[src/rtl/pipeline_pkg.sv]
// Shared pipeline types for the RV64I core.
// Holds the IF/ID bundle, fetch FSM states and fetch constants.
package pipeline_pkg;

  localparam logic [63:0] DEFAULT_RESET_PC = 64'h0000_0000_8000_0000;
  localparam logic [31:0] NOP_INSTR = 32'h0000_0013;

  typedef enum logic [1:0] {
    S_REQ,
    S_WAIT,
    S_DROP,
    S_HOLD
  } fetch_state_e;

  typedef struct packed {
    logic [63:0] pc;
    logic [31:0] instr;
    logic        valid;
  } IFID_Pipe_t;

endpackage

[src/rtl/if_stage.sv]
// Instruction fetch stage: owns the PC, one outstanding imem request,
// redirect handling with stale-response drop, and a one-entry hold buffer.
import pipeline_pkg::*;

module if_stage #(
  parameter int          XLEN     = 64,
  parameter logic [63:0] RESET_PC = DEFAULT_RESET_PC
) (
  input  logic            clk_i,
  input  logic            rst_i,
  input  logic            stall_i,
  input  logic            redirect_i,
  input  logic [XLEN-1:0] redirect_pc_i,
  output logic            imem_req_valid_o,
  input  logic            imem_req_ready_i,
  output logic [XLEN-1:0] imem_req_addr_o,
  input  logic            imem_rsp_valid_i,
  input  logic [31:0]     imem_rsp_data_i,
  output IFID_Pipe_t      data_o
);

  fetch_state_e    state_q, state_d;
  logic [XLEN-1:0] pc_q, pc_d;
  IFID_Pipe_t      hold_q, hold_d;

  logic [XLEN-1:0] tgt_pc;
  logic [XLEN-1:0] seq_pc;

  assign tgt_pc = {redirect_pc_i[XLEN-1:2], 2'b00};
  assign seq_pc = pc_q + XLEN'(4);

  always_comb begin
    state_d = state_q;
    pc_d    = pc_q;
    hold_d  = hold_q;
    unique case (state_q)
      S_REQ: begin
        if (redirect_i) begin
          pc_d = tgt_pc;
          if (imem_req_ready_i) state_d = S_DROP;
        end else if (imem_req_ready_i) begin
          state_d = S_WAIT;
        end
      end
      S_WAIT: begin
        if (redirect_i) begin
          pc_d    = tgt_pc;
          state_d = imem_rsp_valid_i ? S_REQ : S_DROP;
        end else if (imem_rsp_valid_i) begin
          pc_d = seq_pc;
          if (stall_i) begin
            hold_d  = '{pc: pc_q, instr: imem_rsp_data_i, valid: 1'b1};
            state_d = S_HOLD;
          end else begin
            state_d = S_REQ;
          end
        end
      end
      S_HOLD: begin
        if (redirect_i) begin
          pc_d    = tgt_pc;
          state_d = S_REQ;
        end else if (!stall_i) begin
          state_d = S_REQ;
        end
      end
      S_DROP: begin
        if (redirect_i) pc_d = tgt_pc;
        if (imem_rsp_valid_i) state_d = S_REQ;
      end
      default: state_d = S_REQ;
    endcase
  end

  always_ff @(posedge clk_i) begin
    if (rst_i) begin
      state_q <= S_REQ;
      pc_q    <= RESET_PC;
      hold_q  <= '0;
    end else begin
      state_q <= state_d;
      pc_q    <= pc_d;
      hold_q  <= hold_d;
    end
  end

  assign imem_req_valid_o = !rst_i && (state_q == S_REQ);
  assign imem_req_addr_o  = pc_q;

  // Response is forwarded the same cycle so IF/ID captures it at this edge.
  always_comb begin
    data_o = '{pc: pc_q, instr: NOP_INSTR, valid: 1'b0};
    if (rst_i) begin
      data_o = '{pc: RESET_PC, instr: NOP_INSTR, valid: 1'b0};
    end else if (state_q == S_WAIT && imem_rsp_valid_i && !redirect_i) begin
      data_o = '{pc: pc_q, instr: imem_rsp_data_i, valid: 1'b1};
    end else if (state_q == S_HOLD && !redirect_i) begin
      data_o       = hold_q;
      data_o.valid = 1'b1;
    end
  end

endmodule

[config.mk]
export PLATFORM = sky130hd
export DESIGN_NAME = if_stage
export DESIGN_NICKNAME = d
export VERILOG_FILES = /design/src/rtl/pipeline_pkg.sv /design/src/rtl/if_stage.sv
export SDC_FILE = /design/constraint.sdc
export NUM_CORES = 1
export LEC_CHECK = 0
export ABC_CLOCK_PERIOD_IN_PS = 3800
export CAP_MARGIN = 15
export CELL_PAD_IN_SITES_DETAIL_PLACEMENT = 0
export CELL_PAD_IN_SITES_GLOBAL_PLACEMENT = 1
export CORE_MARGIN = 1.5
export CORE_UTILIZATION = 35
export CTS_CLUSTER_DIAMETER = 50
export DETAILED_ROUTE_END_ITERATION = 8
export GPL_ROUTABILITY_DRIVEN = 0
export GPL_TIMING_DRIVEN = 0
export PLACE_DENSITY_LB_ADDON = 0.3
export SETUP_SLACK_MARGIN = 0.1
export SLEW_MARGIN = 20
export SYNTH_ARGS = -nofsm -noshare
export SYNTH_HDL_FRONTEND = slang
export SYNTH_SLANG_ARGS = --single-unit
[constraint.sdc]
create_clock -name clk_i -period 3.8 [get_ports clk_i]
set_clock_uncertainty 0.1 [all_clocks]
set_input_delay 0.57 -clock clk_i [delete_from_list [all_inputs] [get_ports clk_i]]
set_output_delay 0.57 -clock clk_i [all_outputs]
set_load 0.02 [all_outputs]
==> metrics.yaml, run 1 <==
timing:
  setup_viol_count_final: 0
  max_slew_margin_pct: 40.4
  tns_ps: 0
  fin_crit_sh_pct: 97.9
  tightestPinTransition_ps: 893
  grt_setup_unrepaired: "no"
  timing.fmax_mhz: 269
  fin_crit_ps: 3720
  slew_viol_final: 0
  final-hold-violation-count: 0
yosys:
  yosys_warnings: 0
  synthesis.area_sq_mm: 0.00860
  ys_async_sr_fraction_pct: 0
  synth_top_area_share_pct: 36.8
  yosysSeqAreaShare_pct: 36.8
  synth_area_leader_cell: "dfxtp_1"
  synthTopCellsByCount: "359 x nand2_1, 183 x a21oi_1, 158 x dfxtp_1"
  ys_ff_latch: 158
  ys.flop_type: "dfxtp_1"
  synth_cell_types: 55
  synth_edf_count: 0
  avgSynthCellArea_sq_um: 6.86
  synth_area_leaders: "dfxtp_1 37%, nand2_1 16%, a21oi_1 11%, clkbuf_1 4.1%, nor2_1 3.4%"
  synth.most_common_cell: "nand2_1"
  synthCells: 1254
die:
  die_area_sq_mm: 0.0255
  rows: 57
  die-height_um: 160
  fp.dieW_um: 160
  start_util_pct: 35.5
  core_sq_mm: 0.0242
  ioPinCount: 264
clocking:
  cts_sinks: 158
  cts_tree: "yes"
  clock-root-buffer: "clkbuf_16"
  h-tree-depth: 4
  clock_path_buffers: 2
  cts_buffers: 17
  clk_latency_ps: 430
  cts.hold.buffers_added: 0
  cts.clk_slew.worst_paths_ps: 60
global_routing:
  met1_usage_pct: 37.5
  top_usage_layer: "met2"
  grtUsageTotal_pct: 28.3
  global_route.usage.met3_pct: 7.04
  overflow: 0
  globalRouteMet2Util_pct: 43.7
  grt_pass1_vias: 9513
  grt_start_max_net_pins: 17
  antenna_found_initial: 4
  grt_pass1_wl_um: 56200
power_and_ir_drop:
  power_density_mw_per_mm2: 359
  vdd_drop_max_uv: 235
  p_leak_uw: 0.00397
  finalPower_uw: 4410
layout:
  nFillCells: 2496
  drive_gt1_share_pct: 6.09
  syn2layout_area_growth_pct: 42.7
  nets: 1634
  multi_input_area_sq_mm: 0.00492
  stdcell_area_sq_mm: 0.0123
  ff_latch_area_sq_mm: 0.00316
worst_hold_path:
  holdCritPathClass: "reg2reg"
route:
  detail-route-antenna-nets: 0
  routed_wirelength_um: 37400
  dr.pass1.iters: 7
  vias_per_cell: 5.60
  wl_per_cell_um: 20.0
  dr.first_iter.drc_count: 1217
  vias: 10500
  drc: 0
flow_run:
  maxCapViolCount: 0
critical_path:
  arrival_ps: 3050
  start_kind: "input port"
  critPathRequiredTime_ps: 3130
  end_kind: "primary output"
  critPathMaxFanout: 10
  critPathKind: "in2out"
placed_design:
  post_dp_cell_area_sq_mm: 0.0116
  io_buffers: 256
  hpwl_um: 26900
status:
  status: "completed"
## logic make-up after synthesis
logic type / count (synthesis) / synth area share [%]
other: 1 / 0.0436
multiplexers: 9 / 1.05
AND/OR/NAND/NOR: 606 / 31.5
buffers and inverters: 131 / 6.43
adder cells (fa/ha/maj): 1 / 0.145
XOR/XNOR: 6 / 0.611
AO/OA/AOI/OAI: 342 / 23.5
flip-flops: 158 / 36.8
## final timing paths
path	startpoint	end	slack, ps	depth (start not counted)
max	rst_i	imem_req_valid_o	80	5
min	hold_q[66]	hold_q[66]	350	2
max reg2reg	state_q[1]	hold_q[92]	660	8
min reg2reg	hold_q[66]	hold_q[66]	350	2
## what timing repair did
action / CTS / global route
buffers inserted: 1 / 0
pin swaps: 1 / 0
setup endpoints to repair: 95 / 88
gates resized for setup: 18 / 23
gates cloned: 0 / 0
## report_power, final
part           total [uW]  switching [uW]  internal, uW  leakage (uW)
sequential           1790            83.3          1710       0.00129
combinational         739             411           328       0.00238
clock                1880             754          1120      0.000304
## registers in the layout, indices dropped and copies added (netlist names)
register and flops:
hold_q 94, imem_req_addr_o 62, state_q 2
## cell usage in the layout (no fill, tap or decap), types with 5 or more instances in the layout
cell,count
dfxtp_1,158
nand4_1,29
or3_1,8
clkbuf_2,18
nand3_1,28
clkdlybuf4s50_1,256
nor3_1,29
xnor2_1,5
inv_1,9
nor2_1,78
nand2_1,358
nor4_1,19
clkbuf_1,73
buf_4,10
a21oi_1,183
a22oi_1,29
a311oi_1,22
a31oi_1,5
or4_1,11
clkbuf_16,17
a211oi_1,22
and4_1,7
mux2i_1,9
o31ai_1,9
o21ai_0,52
and3_1,14
buf_2,15
## critical path: stages
cell and delay [ps]:
clkdlybuf4s50_1 530, clkbuf_1 510, clkbuf_1 620, nor3_1 210, clkdlybuf4s50_1 600
## cell type report
| class | instances | area share [%] |
|---|---|---|
| diodes | 2 | 0.0408 |
| plain buffers | 120 | 4.43 |
| clock buffers | 19 | 3.61 |
| clock inverters | 13 | 1.54 |
| inverters | 9 | 0.275 |
| multi-input cells | 968 | 40.1 |
| flip-flops and latches | 158 | 25.8 |
| well taps | 324 | 3.30 |
| repair buffers | 257 | 20.9 |
## layer usage
metal / vias to the layer above / part of all wire (%)
li1: 4965 / -
met1: 4854 / 42
met2: 564 / 45
met3: 82 / 10
met4: 2 / 3.2
met5: - / 0.035
## per-stage QoR
step                utilization (%)  instances  hold WS (ps)  worst slack [ps]
finish                         50.6       1870           353              78.0
global route                   50.6       1870           365               118
CTS                            50.5       1868           355               111
detailed placement             47.8       1837           347              -594
global placement               47.8       1837           342              -630
floorplan                         -       1257           337               821
Note: power is estimated with default switching activity, not from simulation.
==> run 2, diff against run 1 <==
--- a/config.mk
+++ b/config.mk
@@ -7,15 +7,14 @@
 export LEC_CHECK = 0
 export ABC_CLOCK_PERIOD_IN_PS = 3800
 export CAP_MARGIN = 15
-export CELL_PAD_IN_SITES_DETAIL_PLACEMENT = 0
+export CELL_PAD_IN_SITES_DETAIL_PLACEMENT = 1
 export CELL_PAD_IN_SITES_GLOBAL_PLACEMENT = 1
 export CORE_MARGIN = 1.5
 export CORE_UTILIZATION = 35
 export CTS_CLUSTER_DIAMETER = 50
 export DETAILED_ROUTE_END_ITERATION = 8
 export GPL_ROUTABILITY_DRIVEN = 0
-export GPL_TIMING_DRIVEN = 0
-export PLACE_DENSITY_LB_ADDON = 0.3
+export PLACE_DENSITY = 0.88
 export SETUP_SLACK_MARGIN = 0.1
 export SLEW_MARGIN = 20
 export SYNTH_ARGS = -nofsm -noshare
==> metrics.yaml, run 2 (same netlist as run 1, synthesis figures left out) <==
route:
  vias_per_cell: 5.72
  dr.pass1.iters: 5
  wl_per_cell_um: 20.2
  dr.first_iter.drc_count: 626
  routed_wirelength_um: 35900
  detail-route-antenna-nets: 0
  vias: 10200
  drc: 0
flow_run:
  maxCapViolCount: 0
global_routing:
  overflow: 0
  antenna_found_initial: 2
  grt_start_max_net_pins: 79
  grt_pass1_vias: 10300
  met1_usage_pct: 33.8
  global_route.usage.met3_pct: 7.69
  grtUsageTotal_pct: 27.8
  globalRouteMet2Util_pct: 47.0
  grt_pass1_wl_um: 56900
  top_usage_layer: "met2"
placed_design:
  io_buffers: 257
  placed_cells: 1749
  post_dp_cell_area_sq_mm: 0.0115
  hpwl_um: 25500
critical_path:
  arrival_ps: 2830
  end_kind: "primary output"
  reg2reg_depth: 6
  startpoint: "redirect_i"
  r2r_end: "imem_req_addr_o[28]"
  critPathMaxFanout: 21
  worstReg2RegStart: "imem_req_addr_o[2]"
  r2r_setup_slack_ps: 730
  crit_path_end: "data_o[1]"
  start_kind: "input port"
  critPathRequiredTime_ps: 3130
  critPathKind: "in2out"
layout:
  final_common_cell: "nand2_1"
  largest_register_ffs: 94
  nets: 1547
  layout_common_cells: "357 x nand2_1, 256 x clkdlybuf4s50_1, 183 x a21oi_1"
  stdcell_area_sq_mm: 0.0121
  drive_gt1_share_pct: 5.70
  final_cells: 1782
  largest-register: "hold_q"
  syn2layout_area_growth_pct: 40.2
die:
  start_util_pct: 35.5
  ioPinCount: 264
  die_area_sq_mm: 0.0255
  rows: 57
  core_sq_mm: 0.0242
  die-height_um: 160
  fp.dieW_um: 160
timing:
  tightestPinTransition_ps: 829
  fin_crit_sh_pct: 92.1
  timing.fmax_mhz: 286
  setup_viol_count_final: 0
  fin_crit_ps: 3500
  max_slew_margin_pct: 44.3
  slew_viol_final: 0
  whs_ps: 358
  grt_setup_unrepaired: "no"
  tns_ps: 0
  final-hold-violation-count: 0
power_and_ir_drop:
  power_density_mw_per_mm2: 349
  p_leak_uw: 0.00384
  vdd_drop_max_uv: 283
clocking:
  clk_latency_ps: 440
  clock-root-buffer: "clkbuf_16"
  cts_buffers: 17
  cts.clk_slew.worst_paths_ps: 70
  cts_sinks: 158
  post-cts-setup-buffers: 0
  ctsResizeCount: 0
  cts_tree: "yes"
  h-tree-depth: 4
  clock_path_buffers: 2
  cts.hold.buffers_added: 0
worst_hold_path:
  holdCritPathClass: "reg2reg"
status:
  status: "completed"
[run 2: final cells by class]
class | count | area [sq um]
clock inverters | 14 | 134
inverters | 9 | 33.8
fillers | 3044 | 12200
well taps | 324 | 405
multi-input cells | 968 | 4920
flip-flops and latches | 158 | 3160
repair buffers | 290 | 2960
clock buffers | 18 | 439
diodes | 1 | 2.50
[run 2: per-layer routing]
metal / part of all wire [%] / wire [um]
met1: 42 / 15000
met2: 48 / 17200
met3: 7.8 / 2810
met4: 2.6 / 938
met5: 0 / 0
[run 2: where the power goes]
| group | switching, uW | total [uW] | leakage (uW) | internal, uW |
|---|---|---|---|---|
| Combinational | 357 | 678 | 0.00229 | 321 |
| Clock | 774 | 1700 | 0.000266 | 930 |
| Sequential | 112 | 1820 | 0.00129 | 1710 |
[run 2: worst min path at each step]
stage / slack [ps] / depth (start not counted) / end / startpoint
after floorplan: 340 / 2 / hold_q[1] / hold_q[1]
after global placement: 340 / 2 / hold_q[42] / hold_q[42]
after detailed placement: 350 / 2 / hold_q[47] / hold_q[47]
after CTS: 360 / 2 / hold_q[56] / hold_q[56]
after global routing: 370 / 2 / hold_q[48] / hold_q[48]
final: 360 / 2 / hold_q[77] / hold_q[77]
[run 2: metrics by stage]
step / util (%) / total power, uW / setup WS [ps]
after floorplan: - / 2150 / 821
after global placement: 47.4 / 2510 / 382
after detailed placement: 47.4 / 2530 / 336
after CTS: 49.7 / 4230 / 323
after global routing: 49.7 / 4360 / 235
final: 49.7 / 4200 / 301
[run 2: worst max-delay path: stages]
cell and delay, ps:
clkdlybuf4s50_1 490, buf_4 260, nand4bb_1 440, a21oi_1 260, buf_4 170, nand3_1 80, clkdlybuf4s50_1 560
==> run 3, diff against run 2 <==
--- a/config.mk
+++ b/config.mk
@@ -9,12 +9,13 @@
 export CAP_MARGIN = 15
 export CELL_PAD_IN_SITES_DETAIL_PLACEMENT = 1
 export CELL_PAD_IN_SITES_GLOBAL_PLACEMENT = 1
-export CORE_MARGIN = 1.5
+export CORE_MARGIN = 3
 export CORE_UTILIZATION = 35
 export CTS_CLUSTER_DIAMETER = 50
 export DETAILED_ROUTE_END_ITERATION = 8
+export DONT_BUFFER_PORTS = 1
 export GPL_ROUTABILITY_DRIVEN = 0
-export PLACE_DENSITY = 0.88
+export PLACE_DENSITY = 0.68
 export SETUP_SLACK_MARGIN = 0.1
 export SLEW_MARGIN = 20
 export SYNTH_ARGS = -nofsm -noshare
==> metrics.yaml, run 3 (same netlist as run 1, synthesis figures left out) <==
clocking:
  ctsResizeCount: 0
  clk_latency_ps: 440
  cts.clk_slew.worst_paths_ps: 70
  h-tree-depth: 4
  cts_buffers: 17
  cts.hold.buffers_added: 0
  cts_sinks: 158
  clock_path_buffers: 2
  clock-root-buffer: "clkbuf_16"
  cts_tree: "yes"
  post-cts-setup-buffers: 0
placed_design:
  placed_cells: 1503
  hpwl_um: 22400
  dpl_worst_slack_ps: 813
  io_buffers: 0
die:
  rows: 56
  die-height_um: 163
  core_sq_mm: 0.0238
  start_util_pct: 36.1
  fp.dieW_um: 163
  ioPinCount: 264
  die_area_sq_mm: 0.0265
critical_path:
  end_kind: "primary output"
  critPathRequiredTime_ps: 3130
  worstReg2RegStart: "imem_req_addr_o[3]"
  critPathMaxFanout: 32
  arrival_ps: 2780
  r2r_setup_slack_ps: 790
  r2r_end: "imem_req_addr_o[44]"
  start_kind: "flop"
  critPathKind: "reg2out"
  crit_path_end: "data_o[90]"
  reg2reg_depth: 6
  startpoint: "state_q[0]"
flow_run:
  maxCapViolCount: 0
timing:
  timing.fmax_mhz: 290
  fin_crit_ps: 3450
  tns_ps: 0
  grt_setup_unrepaired: "no"
  final-hold-violation-count: 0
  slew_viol_final: 0
  tightestPinTransition_ps: 968
  setup_ws_ps: 348
  setup_viol_count_final: 0
  max_slew_margin_pct: 35.0
  fin_crit_sh_pct: 90.8
layout:
  nets: 1306
  drive_gt1_share_pct: 8.14
  final_cells: 1536
  syn2layout_area_growth_pct: 10.5
  layout_common_cells: "357 x nand2_1, 183 x a21oi_1, 158 x dfxtp_1"
  final_common_cell: "nand2_1"
  largest-register: "hold_q"
  largest_register_ffs: 94
global_routing:
  grt_pass1_wl_um: 51500
  grt_pass1_vias: 9009
  overflow: 0
  antenna_found_initial: 3
  grt_start_max_net_pins: 222
  grtUsageTotal_pct: 24.5
route:
  wl_per_cell_um: 21.7
  routed_wirelength_um: 33400
  vias_per_cell: 5.85
  dr.first_iter.drc_count: 600
  detail-route-antenna-nets: 0
  dr.pass1.iters: 4
  drc: 0
  vias: 8993
power_and_ir_drop:
  vdd_drop_max_uv: 254
  p_leak_uw: 0.00296
  power_density_mw_per_mm2: 413
status:
  status: "completed"
worst_hold_path:
  holdCritPathClass: "in2reg"
run 3: changes by cell type in the layout (fill, tap and decap cells not counted), sizes merged:
cell,change
clkbuf,-1
inv,+4
clkinvlp,-4
clkinv,+1
clkdlybuf4s50,-256
buf,+15
run 3: power by group:
group	internal [uW]	switching, uW
Clock	926	812
Sequential	1710	121
Combinational	115	247
Total	2750	1180
run 3: final cells by class:
| class | instances | area, sq um |
|---|---|---|
| inverters | 9 | 33.8 |
| multi-input cells | 968 | 4930 |
| diodes | 1 | 2.50 |
| well taps | 319 | 399 |
| clock buffers | 17 | 425 |
| fillers | 3025 | 14300 |
| flip-flops and latches | 158 | 3160 |
| clock inverters | 15 | 149 |
| repair buffers | 49 | 405 |
run 3: how the worst min path moves through the flow:
| stage | start | end | slack [ps] | cells after the start |
|---|---|---|---|---|
| 2_1_floorplan | hold_q[1] | hold_q[1] | 340 | 2 |
| 3_3_place_gp | hold_q[1] | hold_q[1] | 340 | 2 |
| 3_5_place_dp | hold_q[90] | hold_q[90] | 340 | 2 |
| 4_1_cts | rst_i | hold_q[35] | 90 | 1 |
| 5_1_grt | rst_i | hold_q[95] | 80 | 1 |
| 6_report | rst_i | hold_q[35] | 100 | 1 |
run 3: metal layers:
layer	wire length, um	global-route usage, %
met5	23	0
met4	437	5.46
met3	2560	8.11
met2	15500	40.0
met1	14800	31.5
run 3: stage by stage:
step | instance area [sq um] | power, uW | hold slack (ps) | util (%)
floorplan | 8620 | 2150 | 337 | -
global placement | 8930 | 2220 | 335 | 37.5
detailed placement | 8930 | 2230 | 343 | 37.5
CTS | 9510 | 3970 | 91.3 | 39.9
global route | 9510 | 4090 | 78.3 | 39.9
finish | 9510 | 3930 | 98.1 | 39.9
run 3: critical path: stages (launching register included):
cell     delay [ps]
dfxtp_1         530
nor2b_1         400
and2_4          420
buf_4           410
nand2_1         110
a21oi_1         460
